`config.mk`:
```
export PLATFORM = sky130hd
export DESIGN_NAME = bcd_display_driver_flat
export DESIGN_NICKNAME = d
export VERILOG_FILES = /design/src/rtl/disp_pkg.sv /design/src/rtl/bcd_display_driver_if.sv /design/src/rtl/bcd_to_7seg.sv /design/src/rtl/bcd_display_driver.sv /design/src/flat_wrapper.sv
export SDC_FILE = /design/constraint.sdc
export NUM_CORES = 1
export LEC_CHECK = 0
export CAP_MARGIN = 15
export CORE_MARGIN = 4
export CORE_UTILIZATION = 25
export CTS_CLUSTER_SIZE = 25
export DETAILED_ROUTE_END_ITERATION = 10
export PLACE_DENSITY_LB_ADDON = 0.15
export SYNTH_ARGS = -nofsm -noshare
export SYNTH_HDL_FRONTEND = slang
export SYNTH_SLANG_ARGS = --single-unit
export TNS_END_PERCENT = 5
```
`constraint.sdc`:
```
create_clock -name clock -period 4.4 [get_ports clock]
set_input_delay 0.44 -clock clock [delete_from_list [all_inputs] [get_ports clock]]
set_output_delay 0.44 -clock clock [all_outputs]
set_load 0.02 [all_outputs]
```
`src/rtl/disp_pkg.sv`:
```
// disp_pkg: shared digit/segment types and seven-segment constants for the BCD display driver.
package disp_pkg;
  typedef logic [3:0] bcd_t;
  typedef logic [6:0] seg_t;
  localparam bcd_t BLANK_CODE = 4'hF;
  localparam seg_t SEG_BLANK = 7'h7F;
  localparam seg_t SEG_DASH = 7'h3F;
  localparam seg_t DIGIT_SEG [10] = '{
    7'b1000000, 7'b1111001, 7'b0100100, 7'b0110000, 7'b0011001,
    7'b0010010, 7'b0000010, 7'b1111000, 7'b0000000, 7'b0010000
  };
endpackage

```
`src/rtl/bcd_display_driver_if.sv`:
```
// bcd_display_driver_if: digit inputs, capture strobe and display pins; blink exists only with DISP_BLINK_EN.
interface bcd_display_driver_if;
  disp_pkg::bcd_t tens;
  disp_pkg::bcd_t ones;
  logic update;
  disp_pkg::seg_t seg_n;
  logic [1:0] an_n;
`ifdef DISP_BLINK_EN
  logic blink;
  modport master(output tens, ones, update, blink, input seg_n, an_n);
  modport slave(input tens, ones, update, blink, output seg_n, an_n);
`else
  modport master(output tens, ones, update, input seg_n, an_n);
  modport slave(input tens, ones, update, output seg_n, an_n);
`endif
endinterface

```
`src/rtl/bcd_to_7seg.sv`:
```
// bcd_to_7seg: combinational BCD to active-low segment decode with blank flag.
module bcd_to_7seg
  import disp_pkg::*;
(
  input  bcd_t bcd,
  output seg_t seg,
  output logic blank
);
  assign blank = bcd == BLANK_CODE;
  assign seg = bcd < 4'd10 ? DIGIT_SEG[bcd] : blank ? SEG_BLANK : SEG_DASH;
endmodule

```
`src/rtl/bcd_display_driver.sv`:
```
// bcd_display_driver: captures two BCD digits on update and scans them onto a 2-digit common-anode display.
// Optional blanking blink enabled by DISP_BLINK_EN.
module bcd_display_driver
  import disp_pkg::*;
#(
  parameter int REFRESH_DIV = 50000
) (
  input logic clock,
  input logic reset_n,
  bcd_display_driver_if.slave bus
);
  localparam int CW = $clog2(REFRESH_DIV);
  logic [CW-1:0] div_cnt_q, div_cnt_d;
  logic digit_sel_q, digit_sel_d, wrap, cur_blank;
  bcd_t tens_q, tens_d, ones_q, ones_d, cur;
  seg_t seg_n_q, seg_n_d, cur_seg;
  logic [1:0] an_n_q, an_n_d;
  logic force_off;
  assign cur = digit_sel_q ? tens_q : ones_q;
  bcd_to_7seg u_dec (.bcd(cur), .seg(cur_seg), .blank(cur_blank));
`ifdef DISP_BLINK_EN
  logic [3:0] tog_cnt_q, tog_cnt_d;
  logic phase_q, phase_d;
  always_comb begin
    tog_cnt_d = tog_cnt_q + 4'(wrap);
    phase_d = phase_q ^ (wrap && tog_cnt_q == 4'hF);
    force_off = bus.blink && phase_q;
  end
  always_ff @(posedge clock) begin
    if (!reset_n) begin
      tog_cnt_q <= '0;
      phase_q <= 1'b0;
    end else begin
      tog_cnt_q <= tog_cnt_d;
      phase_q <= phase_d;
    end
  end
`else
  assign force_off = 1'b0;
`endif
  // Output stage decodes the pre-edge selection and hold values, so a coincident update/toggle never mixes.
  always_comb begin
    wrap = div_cnt_q == CW'(REFRESH_DIV - 1);
    div_cnt_d = wrap ? '0 : div_cnt_q + 1'b1;
    digit_sel_d = digit_sel_q ^ wrap;
    tens_d = bus.update ? bus.tens : tens_q;
    ones_d = bus.update ? bus.ones : ones_q;
    seg_n_d = force_off ? SEG_BLANK : cur_seg;
    an_n_d = (force_off || cur_blank) ? 2'b11 : digit_sel_q ? 2'b01 : 2'b10;
  end
  always_ff @(posedge clock) begin
    if (!reset_n) begin
      div_cnt_q <= '0;
      digit_sel_q <= 1'b0;
      tens_q <= BLANK_CODE;
      ones_q <= 4'd0;
      seg_n_q <= SEG_BLANK;
      an_n_q <= 2'b11;
    end else begin
      div_cnt_q <= div_cnt_d;
      digit_sel_q <= digit_sel_d;
      tens_q <= tens_d;
      ones_q <= ones_d;
      seg_n_q <= seg_n_d;
      an_n_q <= an_n_d;
    end
  end
  assign bus.seg_n = seg_n_q;
  assign bus.an_n = an_n_q;
endmodule

```
`src/flat_wrapper.sv`:
```
// flat-port wrapper written by rule: the top's interface ports become plain ports
module bcd_display_driver_flat import disp_pkg::*;
#(
  parameter int REFRESH_DIV = 50000
)
  (clock, reset_n, bus_tens, bus_ones, bus_update, bus_seg_n, bus_an_n);
  bcd_display_driver_if bus_i ();
  input logic clock;
  input logic reset_n;
  input wire logic [$bits(bus_i.tens)-1:0] bus_tens;
  input wire logic [$bits(bus_i.ones)-1:0] bus_ones;
  input wire logic [$bits(bus_i.update)-1:0] bus_update;
  output wire logic [$bits(bus_i.seg_n)-1:0] bus_seg_n;
  output wire logic [$bits(bus_i.an_n)-1:0] bus_an_n;
  assign bus_i.tens = bus_tens;
  assign bus_i.ones = bus_ones;
  assign bus_i.update = bus_update;
  assign bus_seg_n = bus_i.seg_n;
  assign bus_an_n = bus_i.an_n;
  bcd_display_driver #(.REFRESH_DIV(REFRESH_DIV)) u_core (.clock(clock), .reset_n(reset_n), .bus(bus_i));
endmodule
```
==> results.json <==
{
  "ys_ff_latch": 34,
  "synthMuxAreaShare": 0.0946,
  "overflow": 0,
  "firstDrtPassIters": 4,
  "hold_viol": 0,
  "rsz0062_at_grt": "no",
  "setup_tns_ns": 0,
  "whs_path_depth": 2,
  "r2r-start": "u_core.div_cnt_q[0]",
  "hp-class": "reg -> reg",
  "crit_required_ns": 4.54,
  "cp_max_fo": 15,
  "die_w_um": 86.0,
  "place_inst": 249,
  "synth_edf_count": 0,
  "max_freq_mhz": 478,
  "cts_root_buf": "clkbuf_8",
  "min_from": "u_core.tens_q[0]",
  "layout.nets": 198,
  "grt_pass1_vias": 1176,
  "arrival_ns": 2.23,
  "cts_hold_buf": 0,
  "cp_cell_sequence": "ha_1 -> nand3_4 -> or2_4 -> o41ai_4 -> nor2_1",
  "wl_per_cell_um": 12.3,
  "cp-end-kind": "register",
  "die_h_um": 86.0,
  "syn_avg_cell_area_um2": 9.51,
  "ff_latch_area_um2": 681,
  "place_area_um2": 1780,
  "final-setup-viol-count": 0,
  "synth_commonest_cells": "dfxtp_1 (34), nor2_1 (21), nand2_1 (12), xnor2_1 (12), mux2i_1 (11)",
  "htreeDepth": 2,
  "power_density_nw_per_um2": 330,
  "cts.clk_slew.worst_paths_ns": 0.06,
  "initial_utilization": 0.257,
  "slowest_stage": "o41ai_4",
  "fin_crit_sh": 0.476,
  "cts_buffer_depth": 2,
  "slew_headroom": 0.435,
  "hpwlAfterDp_mm": 2.40,
  "reg2reg_depth": 5,
  "r2r_setup_slack_ns": 2.31,
  "drc": 0,
  "post_cts_resize_count": 0,
  "crit_path_start_kind": "register",
  "final_area_um2": 1850,
  "syn_inst": 160,
  "synth_ff_type": "dfxtp_1",
  "vias_per_cell": 4.50,
  "report.final.slew_viol_count": 0,
  "min_to": "u_core.tens_q[0]",
  "ys_seq_area_frac": 0.447,
  "cp-startpoint": "u_core.div_cnt_q[0]",
  "std_cell_rows": 28,
  "io_buffer_count": 19,
  "synth_nets": 177,
  "final_cells": 256,
  "drive_gt1_frac": 0.0773,
  "synthArstFlopShare": 0,
  "synth_largest_area_cell": "dfxtp_1",
  "diodes": 0,
  "syn-cell-area_um2": 1520,
  "areaGrowthSynthToFinish_pct": 21.9,
  "synth_xor_area_frac": 0.0806,
  "finClkSkew_ns": 0.00752,
  "p_leak_nw": 0.677,
  "fillers": 621,
  "drtIter0Drc": 56,
  "ys_types": 29,
  "synth_top_family_by_area": "simple AND/OR/NAND/NOR gates",
  "antenna_left": 0,
  "ir_worst_vdd_uv": 138,
  "io_pins": 20,
  "synth_top_area_frac": 0.447,
  "synth-simple-area-share": 0.219,
  "numCtsBuffers": 5,
  "route.final.wire_length_mm": 3.14,
  "timing_worst_setup_path_type": "reg -> reg",
  "yosys_warnings": 0,
  "outcome": "completed",
  "period_minus_slack_ns": 2.09,
  "vias": 1152,
  "tritoncts": "done",
  "clkLatencyLatePin_ns": 0.28,
  "r2r_end": "u_core.div_cnt_q[6]",
  "synth_compound_area_frac": 0.0765,
  "core_area_um2": 5920,
  "die_area_um2": 7400,
  "gp_congestion": 0.784,
  "grt_start_max_net_pins": 20,
  "synth.area.top_cells": "dfxtp_1 (45%), mux2i_1 (7.2%), xnor2_1 (6.9%)",
  "cap_viol_max_count": 0,
  "synth_fa_ha_area_frac": 0.0493,
  "multi_input_area_um2": 791,
  "grtUsageTotal": 0.0951,
  "critical_path.max_stage_delay_ns": 0.76,
  "grt_pass1_wl_mm": 5.55,
  "clkSinkCount": 34,
  "timing_worst_slew_pin_value_ns": 0.844,
  "post_cts_buffers": 0,
  "synth_most_common_cell": "dfxtp_1",
  "antenna_found_initial": 0
}
cell usage in the layout (no fill, tap or decap), types with 3 or more instances in the layout:
master / instances
nand2_1: 12
nor3_1: 3
nor2_1: 21
ha_1: 6
nand3_1: 5
clkbuf_8: 5
nand2b_1: 4
o21ai_0: 5
mux2i_1: 11
mux2_2: 3
nor2b_1: 4
xnor2_1: 12
dfxtp_1: 34
nand4_1: 3
clkdlybuf4s50_1: 19
a21oi_1: 6
nor4_1: 7
inv_1: 6
registers in the layout, summed over array words and instances, names as in the netlist:
signal	cells
u_core.div_cnt_q	16
u_core.ones_q	4
u_core.tens_q	4
u_core.bus.an_n	2
u_core.digit_sel_q	1
u_core.bus.seg_n	7
stage by stage:
step / utilization / power (mW) / hold slack, ns / worst slack (ns)
after floorplan: - / 0.376 / 0.429 / 2.71
after global placement: 0.300 / 0.404 / 0.440 / 2.40
after detailed placement: 0.300 / 0.407 / 0.461 / 2.29
after CTS: 0.313 / 0.621 / 0.478 / 2.29
after global routing: 0.313 / 0.644 / 0.526 / 2.05
final: 0.313 / 0.611 / 0.472 / 2.31
power breakdown:
| group | switching, mW | internal [mW] |
|---|---|---|
| combinational | 0.0353 | 0.0352 |
| sequential | 0.00752 | 0.321 |
| clock | 0.103 | 0.109 |
| total | 0.146 | 0.465 |
how the worst max path moves through the flow:
stage                                       to  slack, ns
final                      u_core.div_cnt_q[6]       2.31
after global routing       u_core.div_cnt_q[8]       2.05
after CTS                  u_core.div_cnt_q[8]       2.29
after detailed placement  u_core.div_cnt_q[15]       2.29
after global placement     u_core.div_cnt_q[3]       2.40
after floorplan           u_core.div_cnt_q[15]       2.71
layer usage:
layer  track usage  vias up  wire length, um
met1         0.111      542             1370
met3        0.0451        4              173
met5             0        -                0
met4        0.0288        0               25
li1              -      583                -
met2         0.155       23             1580
area by class of cell:
cell class,count,area share
sequential,34,0.367
tap,75,0.0506
clock buffer,7,0.0412
inverter,6,0.0121
timing repair buffer,19,0.103
multi-input combinational,115,0.426
worst max-delay path: cells and delay by family, from the launching register on:
| kind | cells | cell delay (ns) |
|---|---|---|
| AO/OA/AOI/OAI | 1 | 0.76 |
| adder cells (fa/ha/maj) | 1 | 0.26 |
| flip-flops | 1 | 0.39 |
| AND/OR/NAND/NOR | 3 | 0.54 |
cells by family (layout without fill, tap and decap cells):
family | count (synthesis) | in the layout
xor gates and xnor gates | 14 | 14
DFF | 34 | 34
and+or+nand+nor | 65 | 65
buffers and inverters | 11 | 32
muxes | 14 | 14
AOI/OAI and AO/OA | 16 | 16
adders and majority gates | 6 | 6
(Power assumes the default switching activity.)
